$ cat src/rtl/max_stream_reducer_pkg.sv
// Shared types and defaults for the streaming max/min reducer.
package max_pkg;

  localparam int MAX_WIDTH = 4;
  localparam int MAX_COUNT = 4;

  typedef enum logic [1:0] {
    ST_IDLE  = 2'd0,
    ST_ACCUM = 2'd1,
    ST_HOLD  = 2'd2
  } state_e;

  // Fallback for toolchains without $clog2.
  function automatic int clog2(input int value);
    int r;
    int v;
    r = 0;
    v = value - 1;
    while (v > 0) begin
      r = r + 1;
      v = v >> 1;
    end
    return r;
  endfunction

endpackage

$ cat src/rtl/max_stream_reducer_cmp_sel.sv
// Compare-and-select cell; the swap point for approximate comparator netlists.
module max_cmp_sel #(
  parameter int WIDTH = 4
) (
  input  logic [WIDTH-1:0] cur,
  input  logic [WIDTH-1:0] cand,
  input  logic             min_mode,
  output logic             take,
  output logic [WIDTH-1:0] next
);

  // Strict compares so the earliest index wins ties.
  always_comb begin
    take = min_mode ? (cand < cur) : (cand > cur);
    next = take ? cand : cur;
  end

endmodule

$ cat src/rtl/max_stream_reducer.sv
// Reduces each valid/ready frame to max value, its index and word count.
// Build with MAX_STREAM_MIN_MODE_EN to add the per-frame min_mode input.
module max_stream_reducer
  import max_pkg::*;
#(
  parameter int WIDTH = MAX_WIDTH,
  parameter int COUNT = MAX_COUNT,
  parameter int IDXW  = $clog2(COUNT),
  parameter int CNTW  = $clog2(COUNT + 1)
) (
  input  logic             clk,
  input  logic             rst_n,
`ifdef MAX_STREAM_MIN_MODE_EN
  input  logic             min_mode,
`endif
  input  logic             in_valid,
  output logic             in_ready,
  input  logic [WIDTH-1:0] in_data,
  input  logic             in_last,
  output logic             out_valid,
  input  logic             out_ready,
  output logic [WIDTH-1:0] out_max,
  output logic [IDXW-1:0]  out_idx,
  output logic [CNTW-1:0]  out_count
);

  state_e           state_q, state_d;
  logic [WIDTH-1:0] max_q, max_d;
  logic [IDXW-1:0]  idx_q, idx_d;
  logic [CNTW-1:0]  cnt_q, cnt_d;
  logic [WIDTH-1:0] omax_q, omax_d;
  logic [IDXW-1:0]  oidx_q, oidx_d;
  logic [CNTW-1:0]  ocnt_q, ocnt_d;
  logic             in_ready_q, in_ready_d;

  logic             accept;
  logic             frame_end;
  logic [CNTW-1:0]  cnt_inc;
  logic             take;
  logic [WIDTH-1:0] next_val;
  logic             mode_w;

`ifdef MAX_STREAM_MIN_MODE_EN
  logic             min_q, min_d;
  assign mode_w = min_q;
`else
  assign mode_w = 1'b0;
`endif

  max_cmp_sel #(
    .WIDTH(WIDTH)
  ) u_sel (
    .cur     (max_q),
    .cand    (in_data),
    .min_mode(mode_w),
    .take    (take),
    .next    (next_val)
  );

  always_comb begin
    state_d   = state_q;
    max_d     = max_q;
    idx_d     = idx_q;
    cnt_d     = cnt_q;
    omax_d    = omax_q;
    oidx_d    = oidx_q;
    ocnt_d    = ocnt_q;
`ifdef MAX_STREAM_MIN_MODE_EN
    min_d     = min_q;
`endif
    accept    = in_valid && in_ready_q;
    cnt_inc   = cnt_q + CNTW'(1);
    frame_end = 1'b0;
    unique case (state_q)
      ST_IDLE: begin
        if (accept) begin
          max_d     = in_data;
          idx_d     = '0;
          cnt_d     = CNTW'(1);
`ifdef MAX_STREAM_MIN_MODE_EN
          min_d     = min_mode;
`endif
          frame_end = in_last;
          state_d   = in_last ? ST_HOLD : ST_ACCUM;
        end
      end
      ST_ACCUM: begin
        if (accept) begin
          max_d     = next_val;
          idx_d     = take ? cnt_q[IDXW-1:0] : idx_q;
          cnt_d     = cnt_inc;
          // A frame may be cut silently at COUNT words.
          frame_end = in_last || (cnt_inc == CNTW'(COUNT));
          if (frame_end) state_d = ST_HOLD;
        end
      end
      ST_HOLD: begin
        if (out_ready) state_d = ST_IDLE;
      end
      default: state_d = ST_IDLE;
    endcase
    if (frame_end) begin
      omax_d = max_d;
      oidx_d = idx_d;
      ocnt_d = cnt_d;
    end
    in_ready_d = (state_d != ST_HOLD);
  end

  always_ff @(posedge clk or negedge rst_n) begin
    if (!rst_n) begin
      state_q    <= ST_IDLE;
      max_q      <= '0;
      idx_q      <= '0;
      cnt_q      <= '0;
      omax_q     <= '0;
      oidx_q     <= '0;
      ocnt_q     <= '0;
      in_ready_q <= 1'b0;
    end else begin
      state_q    <= state_d;
      max_q      <= max_d;
      idx_q      <= idx_d;
      cnt_q      <= cnt_d;
      omax_q     <= omax_d;
      oidx_q     <= oidx_d;
      ocnt_q     <= ocnt_d;
      in_ready_q <= in_ready_d;
    end
  end

`ifdef MAX_STREAM_MIN_MODE_EN
  always_ff @(posedge clk or negedge rst_n) begin
    if (!rst_n) min_q <= 1'b0;
    else        min_q <= min_d;
  end
`endif

  assign in_ready  = in_ready_q;
  assign out_valid = (state_q == ST_HOLD);
  assign out_max   = omax_q;
  assign out_idx   = oidx_q;
  assign out_count = ocnt_q;

endmodule
$ cat config.mk
export PLATFORM = sky130hd
export DESIGN_NAME = max_stream_reducer
export DESIGN_NICKNAME = d
export VERILOG_FILES = /design/src/rtl/max_stream_reducer_pkg.sv /design/src/rtl/max_stream_reducer_cmp_sel.sv /design/src/rtl/max_stream_reducer.sv
export SDC_FILE = /design/constraint.sdc
export NUM_CORES = 1
export LEC_CHECK = 0
export CAP_MARGIN = 20
export CORE_MARGIN = 2
export CORE_UTILIZATION = 56
export DETAILED_ROUTE_END_ITERATION = 16
export DONT_BUFFER_PORTS = 1
export PLACE_DENSITY = 0.74
export SLEW_MARGIN = 5
export SYNTH_ARGS = -nofsm -noshare
export SYNTH_HDL_FRONTEND = slang
export SYNTH_HIERARCHICAL = 1
export SYNTH_SLANG_ARGS = --single-unit
$ cat constraint.sdc
create_clock -name clk -period 2.25 [get_ports clk]
set_clock_uncertainty 0.2 [all_clocks]
set_input_delay 0.45 -clock clk [delete_from_list [all_inputs] [get_ports clk]]
set_output_delay 0.45 -clock clk [all_outputs]
set_load 0.01 [all_outputs]
# Word level (Yosys, flattened, before mapping)
# Index checks and enable logic that the tools add are counted.
# word_totals
reg_bits	21
inputBits	9
output_inout_bits	11
wordCells	37
# op_classes
n_addsub	1
magnitude_cmp	1
n_eq_ne	4
muxes	20
n_reduce_logical	3
# ops
operator	n
$mux W2	8
$mux W4	3
$pmux W4 S2	1
$mux W3	2
$pmux W2 S3	1
$pmux W3 S2	1
$gt A4 B4 Y1	1
$pmux W2 S2	1
$add A3 B1 Y3 const B	1
$eq A3 B3 Y1 const B	1
$eq A2 B1 Y1 const B	1
$eq A2 B2 Y1 const B	1
$logic_not A2 Y1	1
$mux W1	2
$ne A2 B2 Y1 const B	1
$pmux W1 S2	1
$logic_and A1 B1 Y1	1
$logic_or A1 B1 Y1	1

# Logic depth before layout (Yosys ltp)
# logic_depth
ltp_word	7
mapped_depth	10
mapped_depth_nobuf	10

# By module
# The synthesis kept the hierarchy.
# by_module_without_submodules
mod	n_inst	cells_each	area_each_um2	seq_area_each_um2
max_stream_reducer	1	98	1082.3	525.5
max_cmp_sel	1	26	245.2	0.0

# Worst setup path before layout
# Ideal clock, no wire load.
# synth_timing
path_kind	input-to-reg
start	input in_data[1]
end	register omax_q[0] (netlist: out_max[0])
setup_ns	0.124
arrival_time_ns	2.040
t_required_ns	1.926
setup_slack_ns	-0.114
stages	9
path_buffers	0
path_cell_list	ha_1 > nor2b_4 > o211ai_2 > a21oi_2 > mux2_4 > mux2_4 > mux2i_1 > nand2_1 > a2bb2oi_1
# synth_via
elab_chain_cells	4
# synth_lines
element	line_no	text
from (decl)	max_stream_reducer.sv:18	input logic [WIDTH-1:0] in_data,
$gt A4 B4 Y1	max_stream_reducer_cmp_sel.sv:14	take = min_mode ? (cand < cur) : (cand > cur);
via take	max_stream_reducer.sv:39	logic take;
$mux W4	max_stream_reducer_cmp_sel.sv:15	next = take ? cand : cur;
via next_val[0]	max_stream_reducer.sv:40	logic [WIDTH-1:0] next_val;
$mux W4	max_stream_reducer.sv:88	if (accept) begin
$pmux W4 S2	max_stream_reducer.sv:74	unique case (state_q)
to (signal assigned)	max_stream_reducer.sv:125	omax_q <= omax_d;
to (decl)	max_stream_reducer.sv:31	logic [WIDTH-1:0] omax_q, omax_d;
# The timed path passes the listed nets, and every way through them passes these cells.
# A chain may end at the register's enable or synchronous reset.

# Worst setup path in the final report
# layout_timing
start	register max_q[1]
end	register omax_q[0] (netlist: out_max[0])
# layout_via
elab_chain_cells	4
# layout_lines
element	line_no	text
from (decl)	max_stream_reducer.sv:28	logic [WIDTH-1:0] max_q, max_d;
from (signal assigned)	max_stream_reducer.sv:122	max_q <= max_d;
$gt A4 B4 Y1	max_stream_reducer_cmp_sel.sv:14	
via take	max_stream_reducer.sv:39	
$mux W4	max_stream_reducer_cmp_sel.sv:15	
via next_val[0]	max_stream_reducer.sv:40	
$mux W4	max_stream_reducer.sv:88	
$pmux W4 S2	max_stream_reducer.sv:74	
# The timed path passes the listed nets, and every way through them passes these cells.

==> metrics.md <==
| Metric | Value |
|---|---|
| Worst min-delay path class | `in2reg` |
| Die width | `52.7 um` |
| Total gr overflow | `0` |
| CTS max path bufs | `2` |
| Clk sink count | `21` |
| First-pass GRT wire length | `4600 um` |
| Asr flop ratio synth | `100%` |
| WL final | `2790 um` |
| IO Count | `20` |
| Max Used Layer | `met4` |
| DR vias/cell | `6.00` |
| Final GP Congestion | `0.792` |
| Peak supply drop | `807 uV` |
| Vias after detailed routing | `1014` |
| Worst path arrival time | `2.30 ns` |
| Initial antenna violation count | `0` |
| Yosys top cell area share | `39.6%` |
| Skew-Pair Late Insertion Delay | `0.30 ns` |
| Worst setup EP type | `flip-flop` |
| Unrepaired setup endpoints after global routing | `yes` |
| Average size of a mapped cell | `10.7 um^2` |
| Num CTS Buffers | `3` |
| Ant diodes | `0` |
| Max Cap Viol | `0` |
| Commonest non-fill, non-tap cells in the layout | `dfrtp_1 (21), nand2_1 (15), mux2i_1 (14)` |
| # rows | `17` |
| Mapped cell area | `0.00133 mm^2` |
| Synth cell types | `39` |
| Share of cells above drive strength 1 | `24.1%` |
| Met2 wire len | `1490 um` |
| Root buf cell | `clkbuf_4` |
| Worst endpoint required time | `2.25 ns` |
| Pre-CTS WS | `-0.131 ns` |
| Max-slew headroom | `37.0%` |
| Post-Synth Simple-Gate Area | `14.4%` |
| Worst r2r path cells | `10` |
| Main combinational cell family by area after synthesis | `compound AO/OA/AOI/OAI gates` |
| Adder-cell area share of the yosys netlist | `6.60%` |
| Post-synthesis mux area share | `12.8%` |
| Failing checks | `setup timing` |
| CP Launch Type | `flip-flop` |
| Flop2flop setup slack | `-0.05 ns` |
| Final setup margin | `-0.0539 ns` |
| Pin count of the biggest net entering global routing | `22` |
| Crit Reg-Reg Endpoint | `out_max[0]` |
| Final #Nets | `158` |
| Peak Freq | `0.434 GHz` |
| Final setup viols | `4` |
| R2R Path Start | `max_q[1]` |
| Synth Flop Type | `dfrtp_1` |
| Post-DRT Antenna Nets | `0` |
| Post-synthesis xor/xnor area fraction | `1.23%` |
| Fin. Hold Viols | `0` |
| Reg clk slew, reported paths | `0.11 ns` |
| Post-route clock period utilization | `102%` |
| Leakage | `0.714 nW` |
| Layout area overhead | `16.4%` |
| H-tree level count | `1` |
| Post-layout min period | `2.30 ns` |
| CTS tree | `built` |
| Synth warn | `6` |
| Sequential area share after synthesis | `39.6%` |
| Full die area | `0.00278 mm^2` |
| Pwr/cell area | `1190 mW/mm^2` |
| Port bufs | `0` |
| Most common cell after layout, fill and taps aside | `dfrtp_1` |
| Synth area leader | `dfrtp_1` |
| Detailed Place HPWL | `2060 um` |
| Outcome | `finished with violations` |
| Die height | `52.7 um` |
| DRC | `0` |
| Total Neg Setup Slack | `-0.111 ns` |
| Crit Path Class | `reg2reg` |
| CP endpoint | `out_max[0]` |
| Fin cells | `169` |
| Post-synth EDFFs | `0` |
| Compound-gate portion of the synthesized area | `20.6%` |
| Vias in the first global route | `1038` |
| WL met3 | `116 um` |
| DR WL/cell | `16.5 um` |
| CORE AREA | `0.00223 mm^2` |
| Synth area leaders | `dfrtp_1 (40%), mux2i_1 (11%), ha_1 (6.6%), nand2_1 (4.2%), a2bb2oi_1 (3.3%)` |
| Crit Path Max Fanout | `2` |
| Worst-margin pin slew | `0.941 ns` |
| Filler instances | `182` |
| Syn Inst Count | `124` |
| Post-Place Cells | `159` |
| Pwr Total | `1.84 mW` |
| Initial Utilization | `59.4%` |
| WL met1 | `1150 um` |
| Drt pass-1 iters | `4` |
| Crit path from | `max_q[1]` |
| Gr usage total | `23.0%` |
| Final Max Tran Viols | `0` |
| Flops & latches, synth | `21` |
| 1st-iter DRT viols | `15` |
[cell families after synthesis]
kind of cell,count (synthesis)
flip-flops,21
AND/OR/NAND/NOR,32
buffers and inverters,12
adder cells (fa/ha/maj),7
other,1
AO/OA/AOI/OAI,34
multiplexers,16
XOR/XNOR,1
[final cells by class]
type                    count  area, um^2  share of cell area (%)
inverters                   7        26.3                    1.70
repair buffers             15         123                    7.94
clock inverters             1        5.00                   0.324
flip-flops and latches     21         526                    34.0
clock buffers               3        22.5                    1.46
multi-input cells          94         808                    52.3
well taps                  28        35.0                    2.27
[flip-flops by register name, summed over array words and instances (netlist names)]
register and flops:
state_q 2, out_count 3, in_ready 1, idx_q 2, out_max 4, out_idx 2, cnt_q 3, max_q 4
[through the flow]
step                utilization [%]  hold slack, ns  cell area [um^2]
finish                         69.2          0.0364              1550
global route                   69.2          0.0152              1550
CTS                            66.7          0.0308              1490
detailed placement             64.1         -0.0452              1430
global placement               64.1         -0.0451              1430
floorplan                         -         -0.0456              1360
[synthesized netlist by cell type (2+ instances only)]
| master | instances |
|---|---|
| o22ai_1 | 4 |
| inv_1 | 7 |
| o21a_1 | 4 |
| o211ai_1 | 2 |
| nand3b_1 | 2 |
| a21oi_1 | 5 |
| buf_2 | 2 |
| or2b_1 | 2 |
| mux2_4 | 2 |
| mux2i_1 | 14 |
| nand2_1 | 15 |
| dfrtp_1 | 21 |
| and3b_1 | 2 |
| nor2b_1 | 2 |
| a2bb2oi_1 | 5 |
| a31o_2 | 2 |
| ha_1 | 7 |
| a22o_1 | 3 |
| o21ai_0 | 3 |
[critical path, stage by stage (launching register included)]
cell	delay, ns
dfrtp_1	0.41
inv_2	0.07
ha_4	0.19
nor2b_4	0.13
o211ai_4	0.19
a21oi_4	0.08
mux2_4	0.30
mux2_4	0.30
mux2i_1	0.12
nand2_1	0.08
a2bb2oi_1	0.14
[power breakdown]
group	total (mW)	switching, mW	internal [mW]
combinational	0.966	0.437	0.529
clock	0.182	0.116	0.0663
sequential	0.689	0.174	0.515
total	1.84	0.727	1.11
[per-layer routing]
metal	track usage, %	up-vias
met4	7.69	0
li1	-	489
met2	43.1	24
met1	25.9	495
met3	3.71	6
met5	0	-
[worst min-delay path by stage]
stage / start / end / cells past startpoint
final: out_ready / state_q[1] / 1
after global placement: rst_n / cnt_q[2] / 0
after CTS: out_ready / state_q[1] / 1
after global routing: out_ready / state_q[1] / 1
after floorplan: rst_n / cnt_q[0] / 0
after detailed placement: rst_n / cnt_q[2] / 0
[timing repair]
item,in CTS,in global routing
setup buffers,2,3
gates cloned,0,0
hold buffers,1,0
endpoints found under the setup margin,7,12
gates resized for setup,1,6
endpoints found under the hold margin,21,0
pin swaps,6,3
Power figures use the tool's default switching activity.
